[config.mk]
export PLATFORM = sky130hd
export DESIGN_NAME = operand_entry_flat
export DESIGN_NICKNAME = d
export VERILOG_FILES = /design/src/rtl/operand_entry_pkg.sv /design/src/rtl/operand_entry_if.sv /design/src/rtl/operand_entry_btn_debounce.sv /design/src/rtl/operand_entry.sv /design/src/flat_wrapper.sv
export SDC_FILE = /design/constraint.sdc
export NUM_CORES = 1
export LEC_CHECK = 0
export BUFFER_PORTS_ARGS = -buffer_cell sky130_fd_sc_hd__buf_2
export CAP_MARGIN = 40
export CORE_MARGIN = 2
export CORE_UTILIZATION = 50
export CTS_CLUSTER_DIAMETER = 50
export DETAILED_ROUTE_END_ITERATION = 8
export GPL_TIMING_DRIVEN = 0
export PLACE_DENSITY = 0.75
export SKIP_LAST_GASP = 1
export SYNTH_ARGS = -nofsm -noshare
export SYNTH_HDL_FRONTEND = slang
export SYNTH_SLANG_ARGS = --single-unit
export TNS_END_PERCENT = 10
[constraint.sdc]
create_clock -name clk_in -period 1.6 [get_ports clk_in]
set_input_delay 0.24 -clock clk_in [delete_from_list [all_inputs] [get_ports clk_in]]
set_output_delay 0.24 -clock clk_in [all_outputs]
set_load 0.005 [all_outputs]
[src/rtl/operand_entry_pkg.sv]
// Shared types for the operand entry block: FSM state encoding and operand width.
package operand_entry_pkg;

  localparam int OPW = 4;

  typedef enum logic [1:0] {
    ST_ENTER_A = 2'b00,
    ST_ENTER_B = 2'b01,
    ST_READY   = 2'b10
  } state_e;

  // True when the stored A operand is below the value now on the switches.
  function automatic logic a_below(input logic [OPW-1:0] a, input logic [OPW-1:0] b);
    return (a < b);
  endfunction

endpackage

[src/rtl/operand_entry_if.sv]
// Board-side bundle for operand_entry: switch/button inputs and registered operand outputs.
interface operand_entry_if;
  import operand_entry_pkg::*;

  logic [OPW-1:0] sw;
  logic           op_sw;
  logic           btn;
  logic [OPW-1:0] out_a;
  logic [OPW-1:0] out_b;
  logic           out_op;
  logic           out_valid;
  logic           neg;
  logic [1:0]     state_led;

  modport master (
    output sw, op_sw, btn,
    input  out_a, out_b, out_op, out_valid, neg, state_led
  );

  modport slave (
    input  sw, op_sw, btn,
    output out_a, out_b, out_op, out_valid, neg, state_led
  );

endinterface

[src/rtl/operand_entry_btn_debounce.sv]
// Load-button conditioning: 2-flop synchronizer, consecutive-cycle debounce and one-cycle press pulse.
module btn_debounce #(
  parameter int DEBOUNCE_CYCLES = 16
) (
  input  logic clk_in,
  input  logic rst_n,
  input  logic btn_i,
  output logic press_o
);

  localparam int CW = $clog2(DEBOUNCE_CYCLES);
  localparam logic [CW-1:0] CNT_LAST = CW'(DEBOUNCE_CYCLES - 1);

  logic          sync1_q, sync2_q;
  logic          level_q, level_d;
  logic [CW-1:0] cnt_q, cnt_d;
  logic          press_q, press_d;
  logic          armed_q, armed_d;
  logic [1:0]    warm_q, warm_d;

  // The synchronizer holds reset zeros for two edges after release; arming waits
  // for a genuine low so a button held through reset never yields a press.
  always_comb begin
    level_d = level_q;
    cnt_d   = cnt_q;
    press_d = 1'b0;
    warm_d  = {warm_q[0], 1'b1};
    if (warm_q[1] && !sync2_q) begin
      armed_d = 1'b1;
    end else begin
      armed_d = armed_q;
    end
    if (sync2_q != level_q) begin
      if (cnt_q == CNT_LAST) begin
        level_d = sync2_q;
        cnt_d   = {CW{1'b0}};
        press_d = sync2_q & armed_q;
      end else begin
        cnt_d = cnt_q + CW'(1);
      end
    end else begin
      cnt_d = {CW{1'b0}};
    end
  end

  // Synchronizer and debounce state.
  always_ff @(posedge clk_in or negedge rst_n) begin
    if (!rst_n) begin
      sync1_q <= 1'b0;
      sync2_q <= 1'b0;
      level_q <= 1'b0;
      cnt_q   <= {CW{1'b0}};
      press_q <= 1'b0;
      armed_q <= 1'b0;
      warm_q  <= 2'b00;
    end else begin
      sync1_q <= btn_i;
      sync2_q <= sync1_q;
      level_q <= level_d;
      cnt_q   <= cnt_d;
      press_q <= press_d;
      armed_q <= armed_d;
      warm_q  <= warm_d;
    end
  end

  assign press_o = press_q;

endmodule

[src/rtl/operand_entry.sv]
// Operand entry FSM: each debounced press loads A, then B/op, then releases the set.
// Optional OPERAND_ENTRY_ORDER_EN swaps operands for subtraction so the result is non-negative.
module operand_entry
  import operand_entry_pkg::*;
#(
  parameter int DEBOUNCE_CYCLES = 16
) (
  input  logic          clk_in,
  input  logic          rst_n,
  operand_entry_if.slave bus
);

  logic           press_s;
  logic           swap_s;
  state_e         state_q, state_d;
  logic [OPW-1:0] a_q, a_d, b_q, b_d;
  logic           op_q, op_d;
  logic           valid_q, valid_d;
  logic           neg_q, neg_d;

  btn_debounce #(.DEBOUNCE_CYCLES(DEBOUNCE_CYCLES)) u_deb (
    .clk_in  (clk_in),
    .rst_n   (rst_n),
    .btn_i   (bus.btn),
    .press_o (press_s)
  );

`ifdef OPERAND_ENTRY_ORDER_EN
  assign swap_s = bus.op_sw & a_below(a_q, bus.sw);
`else
  assign swap_s = 1'b0;
`endif

  // State register.
  always_ff @(posedge clk_in or negedge rst_n) begin
    if (!rst_n) begin
      state_q <= ST_ENTER_A;
    end else begin
      state_q <= state_d;
    end
  end

  // Next-state logic; the unused encoding falls back to ENTER_A.
  always_comb begin
    state_d = state_q;
    case (state_q)
      ST_ENTER_A: if (press_s) state_d = ST_ENTER_B; else state_d = ST_ENTER_A;
      ST_ENTER_B: if (press_s) state_d = ST_READY;   else state_d = ST_ENTER_B;
      ST_READY:   if (press_s) state_d = ST_ENTER_A; else state_d = ST_READY;
      default:    state_d = ST_ENTER_A;
    endcase
  end

  // Operand capture decisions per state.
  always_comb begin
    a_d     = a_q;
    b_d     = b_q;
    op_d    = op_q;
    valid_d = valid_q;
    neg_d   = neg_q;
    case (state_q)
      ST_ENTER_A: begin
        if (press_s) begin
          a_d     = bus.sw;
          valid_d = 1'b0;
          neg_d   = 1'b0;
        end else begin
          a_d = a_q;
        end
      end
      ST_ENTER_B: begin
        if (press_s) begin
          if (swap_s) begin
            a_d = bus.sw;
            b_d = a_q;
          end else begin
            b_d = bus.sw;
          end
          op_d    = bus.op_sw;
          valid_d = 1'b1;
          neg_d   = swap_s;
        end else begin
          b_d = b_q;
        end
      end
      ST_READY: begin
        if (press_s) begin
          valid_d = 1'b0;
          neg_d   = 1'b0;
        end else begin
          valid_d = valid_q;
        end
      end
      default: begin
        valid_d = 1'b0;
        neg_d   = 1'b0;
      end
    endcase
  end

  // Operand output registers.
  always_ff @(posedge clk_in or negedge rst_n) begin
    if (!rst_n) begin
      a_q     <= {OPW{1'b0}};
      b_q     <= {OPW{1'b0}};
      op_q    <= 1'b0;
      valid_q <= 1'b0;
      neg_q   <= 1'b0;
    end else begin
      a_q     <= a_d;
      b_q     <= b_d;
      op_q    <= op_d;
      valid_q <= valid_d;
      neg_q   <= neg_d;
    end
  end

  assign bus.out_a     = a_q;
  assign bus.out_b     = b_q;
  assign bus.out_op    = op_q;
  assign bus.out_valid = valid_q;
  assign bus.neg       = neg_q;
  assign bus.state_led = state_q;

endmodule

[src/flat_wrapper.sv]
// flat-port wrapper written by rule: the top's interface ports become plain ports
module operand_entry_flat import operand_entry_pkg::*;
#(
  parameter int DEBOUNCE_CYCLES = 16
)
  (clk_in, rst_n, bus_sw, bus_op_sw, bus_btn, bus_out_a, bus_out_b, bus_out_op, bus_out_valid, bus_neg, bus_state_led);
  operand_entry_if bus_i ();
  input  logic clk_in;
  input  logic rst_n;
  input wire logic [$bits(bus_i.sw)-1:0] bus_sw;
  input wire logic [$bits(bus_i.op_sw)-1:0] bus_op_sw;
  input wire logic [$bits(bus_i.btn)-1:0] bus_btn;
  output wire logic [$bits(bus_i.out_a)-1:0] bus_out_a;
  output wire logic [$bits(bus_i.out_b)-1:0] bus_out_b;
  output wire logic [$bits(bus_i.out_op)-1:0] bus_out_op;
  output wire logic [$bits(bus_i.out_valid)-1:0] bus_out_valid;
  output wire logic [$bits(bus_i.neg)-1:0] bus_neg;
  output wire logic [$bits(bus_i.state_led)-1:0] bus_state_led;
  assign bus_i.sw = bus_sw;
  assign bus_i.op_sw = bus_op_sw;
  assign bus_i.btn = bus_btn;
  assign bus_out_a = bus_i.out_a;
  assign bus_out_b = bus_i.out_b;
  assign bus_out_op = bus_i.out_op;
  assign bus_out_valid = bus_i.out_valid;
  assign bus_neg = bus_i.neg;
  assign bus_state_led = bus_i.state_led;
  operand_entry #(.DEBOUNCE_CYCLES(DEBOUNCE_CYCLES)) u_core (.clk_in(clk_in), .rst_n(rst_n), .bus(bus_i));
endmodule
---- Word-level counts from Yosys, hierarchy flattened ----
Cells that the tools add are included.
storage, ports and cells
  bits of input ports ..................... 8
  output and inout bits ................... 13
  bits in registers ....................... 24
cells by class
  mux-type cells .......................... 12
  equal/unequal tests ..................... 7
  bitwise logic cells ..................... 1
  reductions and logical operators ........ 9
  $add $sub $neg .......................... 1
operator list
  cell                   count
  $mux W4                2
  $reduce_and A2 Y1      4
  $mux W1                6
  $pmux W2 S3            1
  $add A4 B1 Y4 const B  1
  $eq A4 B4 Y1 const B   1
  $mux W2                2
  $ne A2 B1 Y1 const B   2
  $reduce_or A3 Y1       1
  $eq A2 B1 Y1 const B   1
  $eq A2 B2 Y1 const B   1
  $logic_not A2 Y1       1
  $ne A2 B2 Y1 const B   1
  $pmux W1 S2            1
  $reduce_or A2 Y1       1
  $and A1 B1 Y1          1
  $logic_and A1 B1 Y1    1
  $logic_not A1 Y1       1
  $ne A1 B1 Y1           1

---- Logic depth before layout (Yosys ltp) ----
Gate-level depths: netlist (run 1).
  word-level depth ........................ 4
  mapped depth ............................ 4
  depth with buffers taken out ............ 4

---- Cells and area by module ----
A second synthesis (run 1) with hierarchy kept.
second synthesis, totals
  cell total of the unflattened synthesis .. 60
  area total of the unflattened synthesis .. 885.8 sq um
modules (own cells, without submodules)
  module         seq. area each (sq um)  cells each  area an instance (sq um)  instances
  operand_entry  300.3                   33          489.2                     1
  btn_debounce   275.3                   27          396.6                     1

---- Worst setup path before layout (run 1) ----
Ideal clock, no wire load.
  path type ............................... register to register
  from .................................... register u_core.state_q[0] (netlist: u_core.bus.state_led[0])
  to ...................................... register u_core.a_q[0] (netlist: u_core.bus.out_a[0])
  data arrival time ....................... 1114 ps
  setup slack ............................. 358 ps
  period minus slack after synthesis ...... 1242 ps
  path buffers ............................ 1
  cell stages (with the launch flop) ...... 4
  data required time ...................... 1472 ps
  setup time .............................. 128 ps
  cell sequence ........................... dfrtp_1 -> buf_2 -> nor3b_4 -> mux2_1
on the way
  longest elaborated chain between the ends .. 2
RTL lines
  item                         line                  source
  start, declared              operand_entry.sv:15   state_e state_q, state_d;
  start signal, assigned       operand_entry.sv:39   state_q <= state_d;
  $logic_not A2 Y1             operand_entry.sv:61   case (state_q)
  $reduce_and A2 Y1 (no line)  --
  end signal, assigned         operand_entry.sv:104  a_q <= {OPW{1'b0}};
  end, declared                operand_entry.sv:16   logic [OPW-1:0] a_q, a_d, b_q, b_d;
Every way passes these cells.
A chain may end at the register's enable or synchronous reset.

---- Final worst setup path (run 1) ----
  from .................................... register u_core.state_q[0] (netlist: u_core.bus.state_led[0])
  to ...................................... register u_core.a_q[1] (netlist: u_core.bus.out_a[1])
The elaborated chain is that of the path after synthesis.

==> results.txt, run 1 <==
DP HPWL: 978 um
Post-synth top area share: 0.659
Critical path peak fanout: 6
Num ports: 21
Congestion Overflow GR: 0
Die area: 0.00210 sq mm
Initial antenna violation count: 0
Port bufs: 19
Routability-driven placement congestion ratio: 0.619
PostCTS Resize Cnt: 0
Core ar.: 0.00169 sq mm
Die X-Extent: 45.8 um
Multi-input gate area: 274 sq um
Final #Nets: 99
Max rail drop VDD: 0.720 mV
Startpoint Class: register
Most frequent cells in the layout: dfrtp_1, buf_2, nand2_1, mux2_2, mux2_1
Post-synth cell types: 21
Minimum clock period: 1.32 ns
Max Freq: 0.756 GHz
Post-CTS Setup Repair Bufs: 0
Filler instances: 145
WL per Instance: 11.9 um
Max_cap viols: 0
Final Util: 0.608
CTS Buffer Depth: 2
CP Data Arrival Time: 1.52 ns
First-pass GRT wire length: 2.15 mm
Die Ht: 45.8 um
Cell Area, Synth: 873 sq um
Vias in the first global route: 518
Routed vias: 531
Pins over their slew limit: 0
Residual DRC: 0
Layout area overhead: 17.6%
Router iterations before antenna repair: 2
Clock Sinks: 23
Fraction of the cycle the final worst path needs: 0.827
Total Wirelength: 1.27 mm
Status: finished, final reports clean
Mapped Avg Cell Area: 13.4 sq um
Register area: 576 sq um
Commonest non-fill, non-tap cell in the layout: dfrtp_1
RSZ-0062 raised after global routing: false
Worst setup path category: reg2reg
Crit path required time: 1.79 ns
Final Hold Fails: 0
First-iteration detailed-routing DRC count: 1
CTS tree: yes
Register area share after synthesis: 0.659
Synth Warn #: 0
Effective utilization at floorplan: 0.517
Worst Skew: 0.00406 ns
Worst skew pair latency: 0.30 ns
Inserted Clock Buffers: 3
Total track usage: 0.148
Final setup TNS: 0 ns
# hold bufs at CTS: 1
Share of cells above drive strength 1: 0.348
Cell Rows: 15
Static Leak: 0.525 nW
Syn nets: 74
Final setup vio count: 0
Routed Antenna Nets: 0
Htree depth: 1
Largest net degree at the start of global routing: 24
Cell count after synthesis: 65
Vias/cell: 5.01
Worst-path clk slew: 0.12 ns
Min-Delay Path Class: in2reg
Synth area leaders: dfrtp_1, mux2_2, mux2_1
ANT cells: 0
Root buffer selected by CTS: clkbuf_4
Power per cell area: 894 mW/mm^2
Yosys top cell by area: dfrtp_1
Synth Register Bits: 23
Crit. End Element: register
-- worst paths after layout --
kind                                                   start                         endpoint  slack [ns]  cells past startpoint
setup / recovery           u_core.bus.state_led[0]$_DFF_PN0_  u_core.bus.out_a[1]$_DFFE_PN0P_        0.28                      3
setup reg to reg           u_core.bus.state_led[0]$_DFF_PN0_  u_core.bus.out_a[1]$_DFFE_PN0P_        0.28                      3
hold / removal                                       bus_btn   u_core.u_deb.sync1_q$_DFF_PN0_        0.03                      1
min in group asynchronous                              rst_n  u_core.u_deb.cnt_q[1]$_DFF_PN0_        0.41                      2
max in group asynchronous                              rst_n  u_core.bus.out_a[1]$_DFFE_PN0P_        0.85                      2
hold reg to reg               u_core.u_deb.sync1_q$_DFF_PN0_   u_core.u_deb.sync2_q$_DFF_PN0_        0.36                      0
-- flip-flops by register name, summed over array words and instances (netlist names), 2 cells and up --
| name | flops |
|---|---|
| u_core.bus.out_a | 4 |
| u_core.bus.out_b | 4 |
| u_core.bus.state_led | 2 |
| u_core.u_deb.cnt_q | 4 |
| u_core.u_deb.warm_q | 2 |
-- through the flow --
stage	instance area (sq um)	instances	power, mW	setup WS (ns)	hold slack (ns)
2_1_floorplan	873	65	0.642	0.358	-0.0556
3_3_place_gp	990	101	0.670	0.307	0.232
3_5_place_dp	990	101	0.673	0.277	0.233
4_1_cts	1030	106	0.929	0.259	0.0223
5_1_grt	1030	106	0.958	0.203	0.0136
6_report	1030	106	0.918	0.277	0.0344
-- area by class of cell --
| cell class | count | share of cell area |
|---|---|---|
| flip-flops and latches | 23 | 0.560 |
| multi-input cells | 37 | 0.267 |
| plain buffers | 2 | 0.0122 |
| clock buffers | 3 | 0.0219 |
| repair buffers | 20 | 0.102 |
| well taps | 17 | 0.0207 |
| inverters | 3 | 0.0110 |
| clock inverters | 1 | 0.00487 |
-- worst max-delay path, stage by stage, from the launching register on --
cell	delay, ns
dfrtp_1	0.39
buf_2	0.16
nor3b_4	0.30
mux2_1	0.36
-- kinds of logic (layout without fill, tap and decap cells) --
logic type / after synthesis / in the layout / synth area share
xor gates and xnor gates: 3 / 3 / 0.0301
buffers and inverters: 5 / 29 / 0.0272
other: 2 / 2 / 0.00860
DFF: 23 / 23 / 0.659
muxes: 9 / 9 / 0.116
adders and majority gates: 1 / 1 / 0.0143
and+or+nand+nor: 15 / 15 / 0.102
AOI/OAI and AO/OA: 7 / 7 / 0.0430
-- where the power goes --
part           switching (mW)  internal (mW)  total (mW)  leakage, nW
logic                  0.0263         0.0262      0.0525        0.215
clock network           0.163         0.0932       0.256       0.0177
registers              0.0107          0.599       0.609        0.293
total                   0.200          0.718       0.918        0.525
-- cells in the mapped netlist --
cell,n
ha_1,1
o21ai_0,3
mux2_2,5
buf_4,1
nor3b_4,1
buf_2,1
conb_1,2
nand3b_1,1
nor2_1,3
nand2_1,5
inv_1,3
xnor2_1,3
a21o_1,1
a21oi_1,3
mux2_1,4
nand3_1,1
nor3_1,1
nor3b_1,1
nand4b_1,1
nor2b_1,1
dfrtp_1,23
-- metal layers --
layer | share of wire | track usage | vias up
met3 | 0.027 | 0.0238 | 2
met5 | 0 | 0 | -
li1 | - | - | 264
met4 | 0.0079 | 0.0857 | 0
met2 | 0.53 | 0.239 | 7
met1 | 0.43 | 0.189 | 258
(Power assumes the default switching activity.)
==> inputs of run 2 (changes only) <==
--- a/config.mk
+++ b/config.mk
@@ -8,11 +8,11 @@
 export BUFFER_PORTS_ARGS = -buffer_cell sky130_fd_sc_hd__buf_2
 export CAP_MARGIN = 40
 export CORE_MARGIN = 2
-export CORE_UTILIZATION = 50
+export CORE_UTILIZATION = 45
 export CTS_CLUSTER_DIAMETER = 50
 export DETAILED_ROUTE_END_ITERATION = 8
 export GPL_TIMING_DRIVEN = 0
-export PLACE_DENSITY = 0.75
+export PLACE_DENSITY = 0.72
 export SKIP_LAST_GASP = 1
 export SYNTH_ARGS = -nofsm -noshare
 export SYNTH_HDL_FRONTEND = slang
==> constraint.sdc (replaced) <==
create_clock -name clk_in -period 1.1 [get_ports clk_in]
set_input_delay 0.165 -clock clk_in [delete_from_list [all_inputs] [get_ports clk_in]]
set_output_delay 0.165 -clock clk_in [all_outputs]
set_load 0.005 [all_outputs]
==> results.txt, run 2 (synthesis results as in run 1) <==
Htree depth: 1 (unchanged)
Fraction of the cycle the final worst path needs: 1.14 (+0.315)
Routability-driven placement congestion ratio: 0.610 (-1.6%)
Vias in the first global route: 545 (+5.2%)
Die Ht: 48.1 um (+4.9%)
Final #Nets: 104 (+5.1%)
Die X-Extent: 48.1 um (+4.9%)
Static Leak: 0.549 nW (+4.4%)
Total track usage: 0.149 (+0.000737)
Comb pwr share: 0.060 (+0.003)
Filler instances: 147 (+1.4%)
ANT cells: 0 (unchanged)
Congestion Overflow GR: 0 (unchanged)
Pins over their slew limit: 0 (unchanged)
CP Data Arrival Time: 1.45 ns (-0.07 ns)
Num ports: 21 (unchanged)
Router iterations before antenna repair: 4 (+2)
Startpoint Class: register
Residual DRC: 0 (unchanged)
Core ar.: 0.00178 sq mm (+5.6%)
Crit. End Element: register
Largest net degree at the start of global routing: 24 (unchanged)
Power per cell area: 1220 mW/mm^2 (+36%)
Cell Rows: 15 (unchanged)
Die area: 0.00231 sq mm (+10%)
Inserted Clock Buffers: 3 (unchanged)
Worst Skew: 0.0108 ns (+0.00676 ns)
Max Freq: 0.796 GHz (+5.4%)
Final Hold Fails: 0 (unchanged)
Clock power frac: 0.281 (+0.002)
Initial antenna violation count: 0 (unchanged)
Final worst-path setup slack: -0.156 ns (-0.433 ns)
RSZ-0062 raised after global routing: true
Layout area overhead: 26.2%
Multi-input gate area: 289 sq um (+5.5%)
Min-Delay Path Class: in2reg
WL per Instance: 12.4 um (+3.9%)
Worst setup path category: reg2reg
Register area: 576 sq um (unchanged)
Violated checks: setup timing
Total Wirelength: 1.48 mm (+17%)
Minimum clock period: 1.26 ns (-0.0674 ns)
Routed Antenna Nets: 0 (unchanged)
Most frequent cells in the layout: dfrtp_1, buf_2, nand2_1, mux2_2
CTS tree: yes
First-iteration detailed-routing DRC count: 12 (+11)
First-pass GRT wire length: 2.24 mm (+4.2%)
Sw Share: 0.221 (+0.00317)
Status: complete, but fails checks
Root buffer selected by CTS: clkbuf_4
Sequential power share: 0.659 (-0.005)
Port bufs: 19 (unchanged)
Hold_ws: 0.0790 ns (+0.0446 ns)
Max rail drop VDD: 1.18 mV (+65%)
Commonest non-fill, non-tap cell in the layout: dfrtp_1
Critical path peak fanout: 4 (-2)
Worst skew pair latency: 0.31 ns (about the same)
Clock Sinks: 23 (unchanged)
Worst-path clk slew: 0.12 ns (about the same)
Final setup vio count: 10 (+10)
Cell Int Power: 1.05 mW (+46%)
Max_cap viols: 0 (unchanged)
Vias/cell: 4.59 (-8.4%)
CTS Buffer Depth: 2 (unchanged)
Routed vias: 546 (+2.8%)
Psw: 0.297 mW (+49%)
Final setup TNS: -1.22 ns (-1.22 ns)
Effective utilization at floorplan: 0.490 (-0.0272)
Crit path required time: 1.30 ns (-0.49 ns)
Share of cells above drive strength 1: 0.415 (+0.0666)
Final Util: 0.618 (+0.0101)
-- run 2: layout make-up --
class                           instances  share of cell area
Timing Repair Buffer                   25               0.135
Inverter                                3              0.0102
Multi-Input combinational cell         37               0.262
Tap cell                               25              0.0284
Sequential cell                        23               0.522
Clock inverter                          1             0.00454
Clock buffer                            3              0.0204
Buffer                                  2              0.0170
-- run 2: critical path: stages (launching register included) --
cell	delay, ns
dfrtp_1	0.41
buf_6	0.13
nor3b_4	0.17
buf_6	0.15
mux2_4	0.30
-- run 2: power groups by stage --
stage | clock network, mW | registers (mW) | logic (mW)
after CTS | 0.390 | 0.887 | 0.0819
after detailed placement | 0 | 0.903 | 0.0756
after global routing | 0.431 | 0.891 | 0.0923
final | 0.378 | 0.887 | 0.0803
after floorplan | 0 | 0.902 | 0.0314
after global placement | 0 | 0.902 | 0.0734
-- run 2: final timing paths --
check,start,to,slack (ns),depth (start not counted)
max in group asynchronous,rst_n,u_core.bus.state_led[0]$_DFF_PN0_,0.43,2
setup / recovery,u_core.bus.state_led[0]$_DFF_PN0_,u_core.bus.out_a[0]$_DFFE_PN0P_,-0.16,4
min in group asynchronous,rst_n,u_core.u_deb.cnt_q[0]$_DFF_PN0_,0.33,2
hold reg to reg,u_core.u_deb.warm_q[0]$_DFF_PN0_,u_core.u_deb.warm_q[1]$_DFF_PN0_,0.36,0
hold / removal,bus_op_sw,u_core.bus.out_op$_DFFE_PN0P_,0.08,2
setup reg to reg,u_core.bus.state_led[0]$_DFF_PN0_,u_core.bus.out_a[0]$_DFFE_PN0P_,-0.16,4
-- run 2: metal layers --
metal	global-route usage	share of wire	vias up	routed length, um
met5	0	0	-	0
met4	0.0486	0.0088	0	13
met3	0.0679	0.045	2	66
met2	0.253	0.53	11	775
met1	0.166	0.42	263	621
li1	-	-	270	-
-- run 2: repair_timing --
item | in CTS | in global routing
resized for setup | 6 | 0
endpoints found under the hold margin | 24 | 0
setup buffers | 4 | 0
pin swaps | 1 | 1
setup endpoints to repair | 11 | 14
gates cloned | 0 | 0
hold buffers | 2 | 0
-- run 2: stage by stage --
stage	cell area [sq um]	cells	total power, mW	setup WS [ns]
after CTS	1100	119	1.36	-0.167
after global routing	1100	119	1.41	-0.207
after floorplan	876	65	0.933	-0.120
after detailed placement	1000	109	0.979	-0.212
final	1100	119	1.34	-0.156
after global placement	1000	109	0.975	-0.171
==> inputs of run 3 (changes only) <==
==> constraint.sdc (replaced) <==
create_clock -name clk_in -period 1.1 [get_ports clk_in]
set_input_delay 0.165 -clock clk_in [delete_from_list [all_inputs] [get_ports clk_in]]
set_output_delay 0.165 -clock clk_in [all_outputs]
set_load 0.05 [all_outputs]
==> results.txt, run 3 (synthesis results as in run 1) <==
Status: complete, but fails checks
Final Util: 0.634 (+0.0161)
Congestion Overflow GR: 0 (unchanged)
Critical path peak fanout: 4 (unchanged)
Min-Delay Path Class: in2reg
Startpoint Class: register
RSZ-0062 raised after global routing: true
Root buffer selected by CTS: clkbuf_4
Vias in the first global route: 571 (+4.8%)
Htree depth: 1 (unchanged)
ANT cells: 0 (unchanged)
Initial antenna violation count: 0 (unchanged)
Largest net degree at the start of global routing: 24 (unchanged)
Final Hold Fails: 0 (unchanged)
Die area: 0.00231 sq mm (unchanged)
CTS tree: yes
Total track usage: 0.158 (+0.00879)
Die X-Extent: 48.1 um (unchanged)
Final #Nets: 106 (+1.9%)
Crit path required time: 1.32 ns (+0.02 ns)
Cell Rows: 15 (unchanged)
Routed Antenna Nets: 0 (unchanged)
DP HPWL: 997 um
Router iterations before antenna repair: 4 (unchanged)
Worst-path clk slew: 0.13 ns (about the same)
Layout area overhead: 29.5%
Final setup vio count: 20 (+10)
Max Freq: 0.784 GHz (-1.5%)
Max rail drop VDD: 0.709 mV (-40%)
Routability-driven placement congestion ratio: 0.617 (+1.2%)
Max_slew headroom: 0.662
Psw: 0.347 mW (+17%)
Power per cell area: 1240 mW/mm^2 (+1.3%)
Cell Int Power: 1.05 mW (+0.26%)
CP Data Arrival Time: 1.49 ns (+0.04 ns)
Worst r2r src: u_core.bus.state_led[0]$_DFF_PN0_
Clock power frac: 0.277 (-0.004)
Inserted Clock Buffers: 3 (unchanged)
Post-DP Area: 0.00101 sq mm (+0.62%)
First-pass GRT wire length: 2.44 mm (+8.9%)
Total Wirelength: 1.47 mm (-0.34%)
Effective utilization at floorplan: 0.490 (unchanged)
WL per Instance: 12.2 um (-2.0%)
Fraction of the cycle the final worst path needs: 1.16 (+0.0178)
Minimum clock period: 1.28 ns (+0.0196 ns)
Vias/cell: 4.65 (+1.4%)
HP Start: bus_op_sw
Worst Skew: 0.00957 ns (-0.00125 ns)
Num ports: 21 (unchanged)
First-iteration detailed-routing DRC count: 4 (-8)
Most frequent cells in the layout: dfrtp_1, buf_2, mux2_4
Die Ht: 48.1 um (unchanged)
Core ar.: 0.00178 sq mm (unchanged)
Port bufs: 19 (unchanged)
Worst skew pair latency: 0.31 ns (about the same)
Share of cells above drive strength 1: 0.448 (+0.0330)
Worst setup path category: reg2reg
Sw Share: 0.248 (+0.0273)
Final worst-path setup slack: -0.176 ns (-0.0196 ns)
Worst-Margin Slew: 0.508 ns
Routed vias: 563 (+3.1%)
Pins over their slew limit: 0 (unchanged)
Static Leak: 0.567 nW (+3.4%)
Clock Sinks: 23 (unchanged)
Violated checks: setup timing
Sequential power share: 0.635 (-0.024)
CTS Buffer Depth: 2 (unchanged)
Reg2Reg Setup Slack: -0.18 ns (-0.02 ns)
Critical Path Start: u_core.bus.state_led[0]$_DFF_PN0_
Max_cap viols: 0 (unchanged)
Residual DRC: 0 (unchanged)
Commonest non-fill, non-tap cell in the layout: dfrtp_1
Crit. End Element: register
Comb pwr share: 0.088 (+0.028)
Final instance area: 0.00113 sq mm (+2.6%)
-- run 3: changes by cell type in the layout (fill, tap and decap cells not counted) --
cell / previous run / this run
mux2_2: 5 / 3
dfrtp_2: 0 / 2
buf_4: 4 / 5
dfrtp_1: 23 / 21
mux2_4: 4 / 6
buf_6: 2 / 3
-- run 3: what timing repair did --
item	CTS	global route
gates cloned	0	0
setup buffers	6	0
pin swaps	1	1
hold buffers	2	0
resized for setup	7	1
endpoints found under the hold margin	24	0
endpoints found under the setup margin	21	26
-- run 3: worst max-delay path, stage by stage (launching register included) --
cell     delay [ns]
dfrtp_2        0.43
buf_6          0.13
nor3b_4        0.17
buf_6          0.15
mux2_4         0.30
-- run 3: path summary, 6_finish.rpt --
kind                                                     endpoint  cells past startpoint
worst max-delay path              u_core.bus.out_a[0]$_DFFE_PN0P_                      4
worst min-delay path                u_core.bus.out_op$_DFFE_PN0P_                      2
worst max register to register    u_core.bus.out_a[0]$_DFFE_PN0P_                      4
worst min register to register     u_core.u_deb.sync2_q$_DFF_PN0_                      0
max in group asynchronous       u_core.bus.state_led[0]$_DFF_PN0_                      2
min in group asynchronous        u_core.u_deb.warm_q[1]$_DFF_PN0_                      2
-- run 3: final cells by class --
type                       count  area (sq um)
multi-input combinational     37           297
tap                           25          31.3
buffer                         2          18.8
clock inverter                 1          5.00
clock buffer                   3          22.5
inverter                       3          11.3
sequential                    23           578
fill                         149           652
timing repair buffer          27           168
-- run 3: layer usage --
| layer | routed length [um] | GRT usage | part of all wire | vias to the layer above |
|---|---|---|---|---|
| li1 | - | - | - | 274 |
| met1 | 640 | 0.203 | 0.44 | 272 |
| met2 | 778 | 0.259 | 0.53 | 15 |
| met3 | 34 | 0.0226 | 0.023 | 2 |
| met4 | 18 | 0.0811 | 0.012 | 0 |
| met5 | 0 | 0 | 0 | - |
-- run 3: stage by stage --
stage          std cells  power [mW]  hold WS [ns]  setup TNS, ns  setup slack, ns
3_3_place_gp         109        1.02         0.155          -1.50           -0.172
5_1_grt              121        1.45        0.0821          -3.03           -0.228
4_1_cts              121        1.41        0.0793          -1.60           -0.185
6_report             121        1.40        0.0848          -1.54           -0.176
3_5_place_dp         109        1.02         0.158          -1.62           -0.202
2_1_floorplan         65       0.973        -0.131          -2.23           -0.262
-- run 3: power by group through the flow --
| stage | Combinational (mW) | Clock [mW] | Sequential [mW] |
|---|---|---|---|
| floorplan | 0.0382 | 0 | 0.935 |
| global placement | 0.114 | 0 | 0.902 |
| detailed placement | 0.116 | 0 | 0.903 |
| CTS | 0.125 | 0.399 | 0.887 |
| global route | 0.135 | 0.421 | 0.892 |
| finish | 0.123 | 0.387 | 0.887 |
